<file path="config.mk">
export PLATFORM = sky130hd
export DESIGN_NAME = decode_queue_stage
export DESIGN_NICKNAME = d
export VERILOG_FILES = /design/src/rtl/nrisc_pkg.sv /design/src/rtl/instr_fifo.sv /design/src/rtl/decode_queue_stage.sv
export SDC_FILE = /design/constraint.sdc
export NUM_CORES = 1
export LEC_CHECK = 0
export ABC_AREA = 1
export BUFFER_PORTS_ARGS = -buffer_cell sky130_fd_sc_hd__buf_2
export CORE_UTILIZATION = 23
export DETAILED_ROUTE_END_ITERATION = 8
export PLACE_DENSITY = 0.5
export SLEW_MARGIN = 20
export SYNTH_ARGS = -nofsm -noshare
export SYNTH_HDL_FRONTEND = slang
export SYNTH_HIERARCHICAL = 1
export SYNTH_SLANG_ARGS = --single-unit
</file>
<file path="constraint.sdc">
create_clock -name clock -period 4.55 [get_ports clock]
set_input_delay 0.6825 -clock clock [delete_from_list [all_inputs] [get_ports clock]]
set_output_delay 0.6825 -clock clock [all_outputs]
set_load 0.1 [all_outputs]
</file>
<file path="src/rtl/nrisc_pkg.sv">
// Shared nRisc definitions: default field layout, bubble opcode and
// parameter sanity helpers used at elaboration time.
package nrisc_pkg;

    localparam int DEF_INSTR_W = 8;
    localparam int DEF_OP_W    = 3;
    localparam int DEF_RA_W    = 3;
    localparam int DEF_RB_W    = 2;
    localparam int DEF_IMM_W   = 8;
    localparam int DEF_DEPTH   = 2;

    typedef enum logic [DEF_OP_W-1:0] {
        OP_ADD  = 3'd0,
        OP_SUB  = 3'd1,
        OP_AND  = 3'd2,
        OP_OR   = 3'd3,
        OP_LOAD = 3'd4,
        OP_STOR = 3'd5,
        OP_JMP  = 3'd6,
        OP_NOP  = 3'd7
    } opcode_e;

    localparam logic [DEF_OP_W-1:0] DEF_NOP_OP = OP_NOP;

    function automatic bit fields_fit(input int instr_w, input int op_w,
                                      input int ra_w, input int rb_w);
        return instr_w == op_w + ra_w + rb_w;
    endfunction

    function automatic bit imm_fits(input int imm_w, input int instr_w);
        return imm_w >= instr_w;
    endfunction

    function automatic bit depth_ok(input int depth);
        return (depth >= 2) && ((depth & (depth - 1)) == 0);
    endfunction

endpackage

</file>
<file path="src/rtl/instr_fifo.sv">
// DEPTH x INSTR_W instruction queue; occupancy is tracked by an explicit
// counter so full/empty never depend on pointer equality.
module instr_fifo
    import nrisc_pkg::*;
#(
    parameter int INSTR_W = DEF_INSTR_W,
    parameter int DEPTH   = DEF_DEPTH
) (
    input  logic                       clock,
    input  logic                       reset_n,
    input  logic                       push,
    input  logic                       pop,
    input  logic                       flush,
    input  logic [INSTR_W-1:0]         wr_data,
    output logic [INSTR_W-1:0]         rd_data,
    output logic [$clog2(DEPTH):0]     count,
    output logic                       full,
    output logic                       empty
);

    localparam int PTR_W = $clog2(DEPTH);
    localparam int CNT_W = PTR_W + 1;
    localparam logic [PTR_W-1:0] LAST_PTR = PTR_W'(DEPTH - 1);
    localparam logic [CNT_W-1:0] FULL_CNT = CNT_W'(DEPTH);

    logic [INSTR_W-1:0] mem [DEPTH];
    logic [PTR_W-1:0]   head;
    logic [PTR_W-1:0]   tail;
    logic [CNT_W-1:0]   count_q;

    logic do_push;
    logic do_pop;

    assign full    = (count_q == FULL_CNT);
    assign empty   = (count_q == '0);
    assign count   = count_q;
    assign rd_data = mem[head];

    assign do_push = push && !full && !flush;
    assign do_pop  = pop && !empty && !flush;

    always_ff @(posedge clock or negedge reset_n) begin
        if (!reset_n) begin
            head    <= '0;
            tail    <= '0;
            count_q <= '0;
        end else if (flush) begin
            head    <= '0;
            tail    <= '0;
            count_q <= '0;
        end else begin
            if (do_push) begin
                tail <= (tail == LAST_PTR) ? '0 : tail + PTR_W'(1);
            end
            if (do_pop) begin
                head <= (head == LAST_PTR) ? '0 : head + PTR_W'(1);
            end
            if (do_push && !do_pop) begin
                count_q <= count_q + CNT_W'(1);
            end else if (do_pop && !do_push) begin
                count_q <= count_q - CNT_W'(1);
            end
        end
    end

    // Storage needs no reset: stale entries are unreachable once count is 0.
    always_ff @(posedge clock) begin
        if (do_push) begin
            mem[tail] <= wr_data;
        end
    end

endmodule

</file>
<file path="src/rtl/decode_queue_stage.sv">
// Fetch/decode pipeline stage: queues fetched instructions and registers
// their decoded fields, emitting NOP bubbles on empty queue or jump.
module decode_queue_stage
    import nrisc_pkg::*;
#(
    parameter int              INSTR_W  = DEF_INSTR_W,
    parameter int              OP_W     = DEF_OP_W,
    parameter int              RA_W     = DEF_RA_W,
    parameter int              RB_W     = DEF_RB_W,
    parameter int              IMM_W    = DEF_IMM_W,
    parameter int              SIGN_EXT = 0,
    parameter int              DEPTH    = DEF_DEPTH,
    parameter logic [OP_W-1:0] NOP_OP   = '1
) (
    input  logic                   clock,
    input  logic                   reset_n,
    input  logic                   in_valid,
    output logic                   in_ready,
    input  logic [INSTR_W-1:0]     instruction,
    input  logic                   jump,
    input  logic                   stall,
    output logic                   out_valid,
    output logic [OP_W-1:0]        operation,
    output logic [RA_W-1:0]        reg_a,
    output logic [RB_W-1:0]        reg_b,
    output logic [IMM_W-1:0]       immediate,
    output logic [$clog2(DEPTH):0] count
);

    if (!fields_fit(INSTR_W, OP_W, RA_W, RB_W)) begin : g_bad_fields
        $error("decode_queue_stage: INSTR_W must equal OP_W+RA_W+RB_W");
    end
    if (!imm_fits(IMM_W, INSTR_W)) begin : g_bad_imm
        $error("decode_queue_stage: IMM_W must be >= INSTR_W");
    end
    if (!depth_ok(DEPTH)) begin : g_bad_depth
        $error("decode_queue_stage: DEPTH must be a power of two >= 2");
    end

    logic [INSTR_W-1:0] entry;
    logic [IMM_W-1:0]   imm_ext;
    logic               fifo_full;
    logic               fifo_empty;
    logic               push;
    logic               pop;

    assign in_ready = !fifo_full;
    assign push     = in_valid && !fifo_full && !jump;
    assign pop      = !stall && !jump && !fifo_empty;

    instr_fifo #(
        .INSTR_W (INSTR_W),
        .DEPTH   (DEPTH)
    ) u_fifo (
        .clock   (clock),
        .reset_n (reset_n),
        .push    (push),
        .pop     (pop),
        .flush   (jump),
        .wr_data (instruction),
        .rd_data (entry),
        .count   (count),
        .full    (fifo_full),
        .empty   (fifo_empty)
    );

    // Fill first, then overlay the instruction; avoids a zero-width
    // replication when IMM_W == INSTR_W.
    always_comb begin
        imm_ext = (SIGN_EXT != 0) ? {IMM_W{entry[INSTR_W-1]}} : '0;
        imm_ext[INSTR_W-1:0] = entry;
    end

    always_ff @(posedge clock or negedge reset_n) begin
        if (!reset_n) begin
            out_valid <= 1'b0;
            operation <= NOP_OP;
            reg_a     <= '0;
            reg_b     <= '0;
            immediate <= '0;
        end else if (jump) begin
            out_valid <= 1'b0;
            operation <= NOP_OP;
        end else if (!stall) begin
            if (pop) begin
                out_valid <= 1'b1;
                operation <= entry[INSTR_W-1 -: OP_W];
                reg_a     <= entry[INSTR_W-OP_W-1 -: RA_W];
                reg_b     <= entry[RB_W-1:0];
                immediate <= imm_ext;
            end else begin
                out_valid <= 1'b0;
                operation <= NOP_OP;
            end
        end
    end

endmodule

</file>
==> results.sh, run 1 <==
export IMPL_grt_pass1_vias=926
export IMPL_startpoint_type="flop"
export IMPL_hold_viol=0
export IMPL_antenna_found_initial=0
export IMPL_drive_above_1_share=0.3048
export IMPL_hp_class="in -> async"
export IMPL_rsz0062_at_grt="false"
export IMPL_maxSlewViolCount=0
export IMPL_setup_viol=0
export IMPL_cts_buffers=5
export IMPL_fp_dieW_um=81.34
export IMPL_arrival_ps=1420
export IMPL_antenna_left=0
export IMPL_cp_slowest_cell="dfrtp_1"
export IMPL_fin_crit_ps=2105
export IMPL_clk_pin_slew_worst_paths_ps=70
export IMPL_avgSynthCellArea_um2=9.340
export IMPL_numClockSinks=32
export IMPL_ys_types=21
export IMPL_worst_pin_slew_ps=672.9
export IMPL_cts_htree_levels=2
export IMPL_drv_cap=0
export IMPL_fmaxAchievable_ghz=0.4752
export IMPL_clock_skew_ps=6.105
export IMPL_cp_slowest_stage_delay_ps=420
export IMPL_cts_tree="yes"
export IMPL_clock_path_buffers=2
export IMPL_slew_headroom=0.5497
export IMPL_ys_ff_latch=32
export IMPL_syn_inst=155
export IMPL_chipHeight_um=81.34
export IMPL_syn_nets=168
export IMPL_layout_commonest_cell="nand2_1"
export IMPL_io_buffers=32
export IMPL_area_delta_synth_final_pct=20.74
export IMPL_finalCritPeriodShare=0.4625
export IMPL_die_area_um2=6615
export IMPL_drc=0
export IMPL_cp_num_buf_inv=4
export IMPL_syn_area_um2=1448
export IMPL_drtPass1Iterations=4
export IMPL_crit_start="u_fifo/count[0]$_DFFE_PN0P_"
export IMPL_crit_fanout=5
export IMPL_clk_latency_ps=280
export IMPL_place_gp_congestion=0.7914
export IMPL_crit_chain="inv_2 -> nand2_1 -> inv_1 -> inv_1 -> buf_2"
export IMPL_diodes=0
export IMPL_final_area_um2=1748
export IMPL_coreArea_um2=5991
export IMPL_cts_setup_buffers=0
export IMPL_cp_end_kind="primary output"
export IMPL_path_class="reg -> out"
export IMPL_grt_use_total=0.09326
export IMPL_crit_family="buffers and inverters"
export IMPL_ir_worst_vdd_v=0.0003333
export IMPL_ys_seq_area_frac=0.6111
export IMPL_most_common_layout_cells="nand2_1 (64), buf_2 (32), inv_1 (17)"
export IMPL_placement_cell_area_um2=1637
export IMPL_cts_hold_buf=0
export IMPL_p_per_area_nw_per_um2=623.5
export IMPL_grt_overflow_total=0
export IMPL_required_ps=3870
export IMPL_routedWlPerCell_um=10.31
export IMPL_hpwl_um=2073
export IMPL_grt_pass1_wl_um=4409
export IMPL_finalSetupTns_ps=0
export IMPL_yosys_warnings=6
export IMPL_p_leak_nw=0.8787
export IMPL_dr_first_iter_drc_count=47
export IMPL_initial_core_util=0.2416
export IMPL_num_vias=1004
export IMPL_outcome="finished, final reports clean"
export IMPL_post_cts_resized=0
export IMPL_via_per_inst=3.832
export IMPL_r2r_start="u_fifo/count[0]$_DFFE_PN0P_"
export IMPL_nets=199
export IMPL_cts_root_buf="clkbuf_8"
export IMPL_drt_wl_total_um=2702
export IMPL_io_pins=33
export IMPL_fin_hold_ws_ps=310.4
export IMPL_fp_row_count=28
export IMPL_grt_max_degree=17
export IMPL_path_common_cell="inv_1"
## metrics by stage
stage | std cells | total power [mW] | util | setup WS [ps]
floorplan | 155 | 0.7882 | - | 1474
global placement | 254 | 0.8325 | 0.2732 | 2438
detailed placement | 254 | 0.8340 | 0.2732 | 2399
CTS | 262 | 1.104 | 0.2918 | 2430
global route | 262 | 1.135 | 0.2918 | 2266
finish | 262 | 1.090 | 0.2918 | 2446
## power by group
part / internal, mW / total (mW) / switching, mW
logic: 0.0532 / 0.463 / 0.410
clock network: 0.162 / 0.266 / 0.104
registers: 0.340 / 0.361 / 0.0216
total: 0.555 / 1.09 / 0.535
## synthesized netlist by cell type, drive strengths merged
cell | n | area [um^2]
inv | 19 | 71.32
edfxtp | 16 | 480.5
nor2 | 8 | 42.54
nand2 | 68 | 265.3
o22ai | 1 | 6.260
clkinv | 2 | 8.750
o21ai | 1 | 5.000
nand3 | 13 | 80.08
dfstp | 3 | 78.83
dfrtp | 13 | 325.3
a21oi | 3 | 18.77
buf | 8 | 65.06
## sequential cells by signal (all words and copies together) (netlist names), 2 cells and up
name and flops:
operation 3, immediate 5, u_fifo/count 2, u_fifo/mem 16, reg_a 2
## final timing paths
path                                              end  slack, ps  cells after the start
setup reg to reg           u_fifo/mem[0][3]$_DFFE_PP_       2530                      8
max in group asynchronous    operation[0]$_DFFE_PN1P_       3920                      1
setup / recovery                             in_ready       2450                      5
min in group clock              out_valid$_DFFE_PN0P_        460                      2
hold reg to reg                 out_valid$_DFFE_PN0P_        460                      2
hold / removal                   reg_a[1]$_DFFE_PN0P_        310                      1
## worst register-to-register path, stage by stage (launching register included)
cell	delay (ps)
dfrtp_1	420
inv_2	70
nand2_1	120
inv_1	50
inv_1	60
nand2_1	40
nor2_1	230
nand3_2	140
nor2_1	520
## layer usage
metal | wire, um | global-route usage | up-vias
met4 | 51 | 0.04821 | 0
met3 | 205 | 0.04494 | 4
met5 | 0 | 0 | -
met2 | 1203 | 0.1392 | 24
met1 | 1242 | 0.1101 | 442
li1 | - | - | 534
## kinds of logic (layout without fill, tap and decap cells)
logic type / Yosys count / after routing / share of synthesized area
simple gates: 89 / 89 / 0.2679
flops: 32 / 32 / 0.6111
buf+inv: 29 / 61 / 0.1003
compound gates: 5 / 5 / 0.02074
## final cells by class
| class | instances | area [um^2] |
|---|---|---|
| fill | 626 | 4243 |
| sequential | 32 | 884.6 |
| multi-input combinational | 94 | 417.9 |
| timing repair buffer | 32 | 160.2 |
| tap | 75 | 93.84 |
| inverter | 21 | 80.08 |
| clock buffer | 5 | 68.82 |
| clock inverter | 3 | 42.54 |
Note: power is estimated with default switching activity, not from simulation.
==> run 2: changes to the inputs <==
- clock period: 4.55 -> 2.15 ns (I/O delays scaled with it)
==> run 2 against run 1 <==
Routed wire length increased by 5.3%; register-to-register slack got worse by 2200 ps; critical path type unchanged; highest routed layer unchanged; sequential share of layout area decreased by 0.68 points; die area unchanged; final cell count increased by 0.38%; setup slack got worse by 2100 ps.
==> results.sh, run 2 (same netlist as run 1, synthesis figures left out) <==
export IMPL_clk_pin_slew_worst_paths_ps=70
export IMPL_seq_area_um2=892.1
export IMPL_io_buffers=32
export IMPL_cp_end_kind="primary output"
export IMPL_grt_max_degree=17
export IMPL_layout_commonest_cell="nand2_1"
export IMPL_drc=0
export IMPL_area_delta_synth_final_pct=23.42
export IMPL_finalCritPeriodShare=0.8478
export IMPL_worst_pin_slew_ps=491.1
export IMPL_coreArea_um2=5991
export IMPL_cts_tree="yes"
export IMPL_slew_headroom=0.6748
export IMPL_drtPass1Iterations=4
export IMPL_dr_first_iter_drc_count=68
export IMPL_drive_above_1_share=0.3351
export IMPL_diodes=0
export IMPL_outcome="finished, final reports clean"
export IMPL_num_vias=1034
export IMPL_finalSetupTns_ps=0
export IMPL_grt_pass1_wl_um=4636
export IMPL_clock_skew_ps=4.769
export IMPL_cts_buffers=5
export IMPL_top_register="u_fifo/mem"
export IMPL_multi_input_area_um2=435.4
export IMPL_antenna_left=0
export IMPL_arrival_ps=1500
export IMPL_clk_latency_ps=280
export IMPL_startpoint_type="flop"
export IMPL_maxSlewViolCount=0
export IMPL_nets=200
export IMPL_initial_core_util=0.2416
export IMPL_rrSetupSlack_ps=360
export IMPL_largest_reg_flops=16
export IMPL_hpwl_um=2115
export IMPL_grt_use_total=0.09663
export IMPL_cts_htree_levels=2
export IMPL_worst_slack_ps=327.3
export IMPL_clock_path_buffers=2
export IMPL_io_pins=33
export IMPL_via_per_inst=3.932
export IMPL_fp_dieW_um=81.34
export IMPL_chipHeight_um=81.34
export IMPL_top_regs="u_fifo/mem: 16 flops, immediate: 5 flops, operation: 3 flops"
export IMPL_dp_slack_ps=365.8
export IMPL_hp_class="in -> reg"
export IMPL_ir_worst_vdd_v=0.0005835
export IMPL_fin_crit_ps=1823
export IMPL_die_area_um2=6615
export IMPL_fmaxAchievable_ghz=0.5486
export IMPL_post_cts_resized=0
export IMPL_cts_root_buf="clkbuf_8"
export IMPL_drv_cap=0
export IMPL_required_ps=1830
export IMPL_final_util=0.2982
export IMPL_p_leak_nw=0.8786
export IMPL_most_common_layout_cells="nand2_1 (64), buf_2 (32), inv_1 (16), edfxtp_1 (16), dfrtp_1 (11)"
export IMPL_hold_viol=0
export IMPL_crit_fanout=7
export IMPL_nFillCells=657
export IMPL_numClockSinks=32
export IMPL_setup_viol=0
export IMPL_rsz0062_at_grt="false"
export IMPL_grt_pass1_vias=990
export IMPL_antenna_found_initial=0
export IMPL_place_gp_congestion=0.7738
export IMPL_fp_row_count=28
export IMPL_drt_wl_total_um=2846
export IMPL_routedWlPerCell_um=10.82
export IMPL_path_class="reg -> out"
export IMPL_grt_overflow_total=0
export IMPL_p_per_area_nw_per_um2=1298
==> run 2: final cells by class <==
cell class	instances	share of cell area
Sequential cell	32	0.4993
Multi-Input combinational cell	94	0.2437
Timing Repair Buffer	33	0.09524
Tap cell	75	0.05252
Inverter	21	0.04692
Clock buffer	5	0.03852
Clock inverter	3	0.02381
==> run 2: through the flow <==
stage                     hold slack, ps  instances  total power [mW]  area (um^2)
after floorplan                    26.91        155             1.675         1476
after global placement             266.7        254             1.779         1665
after detailed placement           269.5        254             1.781         1665
after CTS                          224.1        263             2.351         1787
after global routing               219.1        263             2.416         1787
final                              232.9        263             2.319         1787
==> run 2: path summary, 6_finish.rpt <==
| check | from | endpoint | cells after the start |
|---|---|---|---|
| worst max-delay path | u_fifo/count[1]$_DFFE_PN0P_ | in_ready | 4 |
| worst min-delay path | instruction[1] | u_fifo/mem[1][1]$_DFFE_PP_ | 1 |
| worst max register to register | u_fifo/count[1]$_DFFE_PN0P_ | u_fifo/count[1]$_DFFE_PN0P_ | 12 |
| worst min register to register | out_valid$_DFFE_PN0P_ | out_valid$_DFFE_PN0P_ | 2 |
| max in group asynchronous | reset_n | operation[2]$_DFFE_PN1P_ | 2 |
| min in group asynchronous | reset_n | reg_b[0]$_DFFE_PN0P_ | 2 |
==> run 2: layer usage <==
metal / share of wire / vias up / global-route usage
met4: 0.020 / 0 / 0.05536
met1: 0.45 / 469 / 0.1117
met3: 0.047 / 4 / 0.03146
met5: 0 / - / 0
li1: - / 536 / -
met2: 0.48 / 25 / 0.1558
==> run 2: what timing repair did <==
action,in CTS,in global routing
hold endpoints to repair,13,0
buffers inserted,0,0
hold buffers,1,0
==> run 2: where the power goes <==
part           internal [mW]  leakage (nW)  total, mW  switching [mW]
clock                  0.342        0.0541      0.558           0.215
sequential             0.720         0.343      0.772          0.0512
combinational          0.115         0.482      0.990           0.875
total                   1.18         0.879       2.32            1.14
==> run 2: critical path: stages, from the launching register on <==
cell	delay [ps]
dfrtp_4	510
nand2_1	150
inv_1	90
clkinvlp_4	70
buf_2	410
==> run 3: changes to the inputs <==
- clock period: 2.15 -> 1.9 ns (I/O delays scaled with it)
==> run 3 against run 2 <==
Sequential cell count is the same; clock power grew 15%; total power grew 13%; sequential power grew 13%; hold slack lost 40 ps; critical path depth is the same.
==> results.sh, run 3 (same netlist as run 1, synthesis figures left out) <==
export IMPL_num_vias=1019
export IMPL_setup_viol=0
export IMPL_hold_end="u_fifo/mem[1][1]$_DFFE_PP_"
export IMPL_p_clk_frac=0.243
export IMPL_rr_worst_depth=7
export IMPL_area_delta_synth_final_pct=24.63
export IMPL_p_per_area_nw_per_um2=1457
export IMPL_drive_above_1_share=0.3492
export IMPL_arrival_ps=1410
export IMPL_chipHeight_um=81.34
export IMPL_cp_slowest_stage_delay_ps=520
export IMPL_grt_pass1_vias=1001
export IMPL_io_buffers=32
export IMPL_fp_dieW_um=81.34
export IMPL_cp_end_kind="primary output"
export IMPL_grt_pass1_wl_um=4540
export IMPL_layout_commonest_cell="nand2_1"
export IMPL_numClockSinks=32
export IMPL_p_leak_nw=0.8831
export IMPL_finalSetupTns_ps=0
export IMPL_hp_start="instruction[1]"
export IMPL_clk_latency_ps=280
export IMPL_instances_no_fill=264
export IMPL_p_comb_frac=0.426
export IMPL_hp_class="in -> reg"
export IMPL_cp_slowest_cell="dfrtp_4"
export IMPL_post_cts_resized=0
export IMPL_top_register="u_fifo/mem"
export IMPL_drt_wl_total_um=2718
export IMPL_antenna_left=0
export IMPL_routedWlPerCell_um=10.30
export IMPL_crit_fanout=7
export IMPL_final_area_um2=1804
export IMPL_required_ps=1620
export IMPL_top_regs="u_fifo/mem: 16 flops, immediate: 5 flops, operation: 3 flops"
export IMPL_switching_share=0.4919
export IMPL_r2r_start="u_fifo/count[1]$_DFFE_PN0P_"
export IMPL_rsz0062_at_grt="false"
export IMPL_largest_reg_flops=16
export IMPL_drv_cap=0
export IMPL_crit_chain="nand2_4 -> inv_2 -> clkinvlp_4 -> buf_2"
export IMPL_io_pins=33
export IMPL_path_class="reg -> out"
export IMPL_finalPower_mw=2.628
export IMPL_diodes=0
export IMPL_rrSetupSlack_ps=240
export IMPL_place_inst=255
export IMPL_cts_buffers=5
export IMPL_worst_slack_ps=204.4
export IMPL_via_per_inst=3.860
export IMPL_r2r_end="u_fifo/mem[0][5]$_DFFE_PP_"
export IMPL_most_common_layout_cells="nand2_1 (63), buf_2 (32), edfxtp_1 (16)"
export IMPL_fp_row_count=28
export IMPL_maxSlewViolCount=0
export IMPL_finalCritPeriodShare=0.8924
export IMPL_placement_cell_area_um2=1683
export IMPL_final_util=0.3012
export IMPL_nFillCells=646
export IMPL_outcome="finished, final reports clean"
export IMPL_antenna_found_initial=0
export IMPL_worst_pin_slew_ps=487.0
export IMPL_startpoint_type="flop"
export IMPL_grt_use_total=0.09411
export IMPL_p_int_mw=1.335
export IMPL_holdPathStages=1
export IMPL_ir_worst_vdd_v=0.0007389
export IMPL_hold_viol=0
export IMPL_clock_skew_ps=5.740
export IMPL_die_area_um2=6615
export IMPL_clk_pin_slew_worst_paths_ps=70
export IMPL_place_gp_congestion=0.7102
export IMPL_hpwl_um=2105
export IMPL_cts_root_buf="clkbuf_8"
export IMPL_grt_overflow_total=0
export IMPL_cts_htree_levels=2
export IMPL_drtPass1Iterations=4
export IMPL_dr_first_iter_drc_count=53
export IMPL_cts_tree="yes"
export IMPL_switching_power_mw=1.293
export IMPL_initial_core_util=0.2416
export IMPL_slew_headroom=0.6776
export IMPL_fin_crit_ps=1696
export IMPL_clock_path_buffers=2
export IMPL_grt_max_degree=17
export IMPL_fin_hold_ws_ps=193.1
export IMPL_fmaxAchievable_ghz=0.5898
export IMPL_coreArea_um2=5991
export IMPL_drc=0
export IMPL_dp_slack_ps=236.0
export IMPL_nets=201
export IMPL_pwr_share_seq=0.331
[run 3: area by class of cell]
class / count / area, um^2 / area share
Clock buffer: 5 / 68.82 / 0.03814
Sequential cell: 32 / 892.1 / 0.4945
Multi-Input combinational cell: 94 / 442.9 / 0.2455
Tap cell: 75 / 93.84 / 0.05201
Clock inverter: 3 / 42.54 / 0.02358
Timing Repair Buffer: 34 / 177.7 / 0.09847
Inverter: 21 / 86.33 / 0.04785
[run 3: worst max path at each step]
stage,from,end,slack (ps),cells after the start
3_5_place_dp,u_fifo/count[1]$_DFFE_PN0P_,u_fifo/mem[0][4]$_DFFE_PP_,240,7
4_1_cts,u_fifo/count[1]$_DFFE_PN0P_,in_ready,190,4
5_1_grt,u_fifo/count[1]$_DFFE_PN0P_,u_fifo/count[1]$_DFFE_PN0P_,80,12
6_report,u_fifo/count[1]$_DFFE_PN0P_,in_ready,200,4
3_3_place_gp,u_fifo/count[1]$_DFFE_PN0P_,u_fifo/mem[0][4]$_DFFE_PP_,290,7
2_1_floorplan,u_fifo/count[0]$_DFFE_PN0P_,u_fifo/mem[0][0]$_DFFE_PP_,-200,8
[run 3: timing repair]
item | in CTS | in global routing
buffers inserted | 0 | 0
hold endpoints to repair | 13 | 0
hold buffers | 1 | 0
[run 3: critical path, delay by kind of cell (launching register included)]
kind | cells | cell delay (ps)
and+or+nand+nor | 1 | 100
DFF | 1 | 520
buffers and inverters | 3 | 500
[run 3: power groups by stage]
stage / Clock [mW] / Sequential, mW / Combinational (mW)
after floorplan: 0 / 1.40 / 0.497
after global placement: 0 / 0.886 / 1.12
after detailed placement: 0 / 0.888 / 1.13
after CTS: 0.656 / 0.874 / 1.13
after global routing: 0.686 / 0.883 / 1.16
final: 0.639 / 0.870 / 1.12
[run 3: layer usage]
layer	GRT usage	vias up	part of all wire
met5	0	-	0
met4	0.03750	0	0.0059
met3	0.03596	2	0.063
met2	0.1467	23	0.45
met1	0.1161	454	0.48
li1	-	540	-
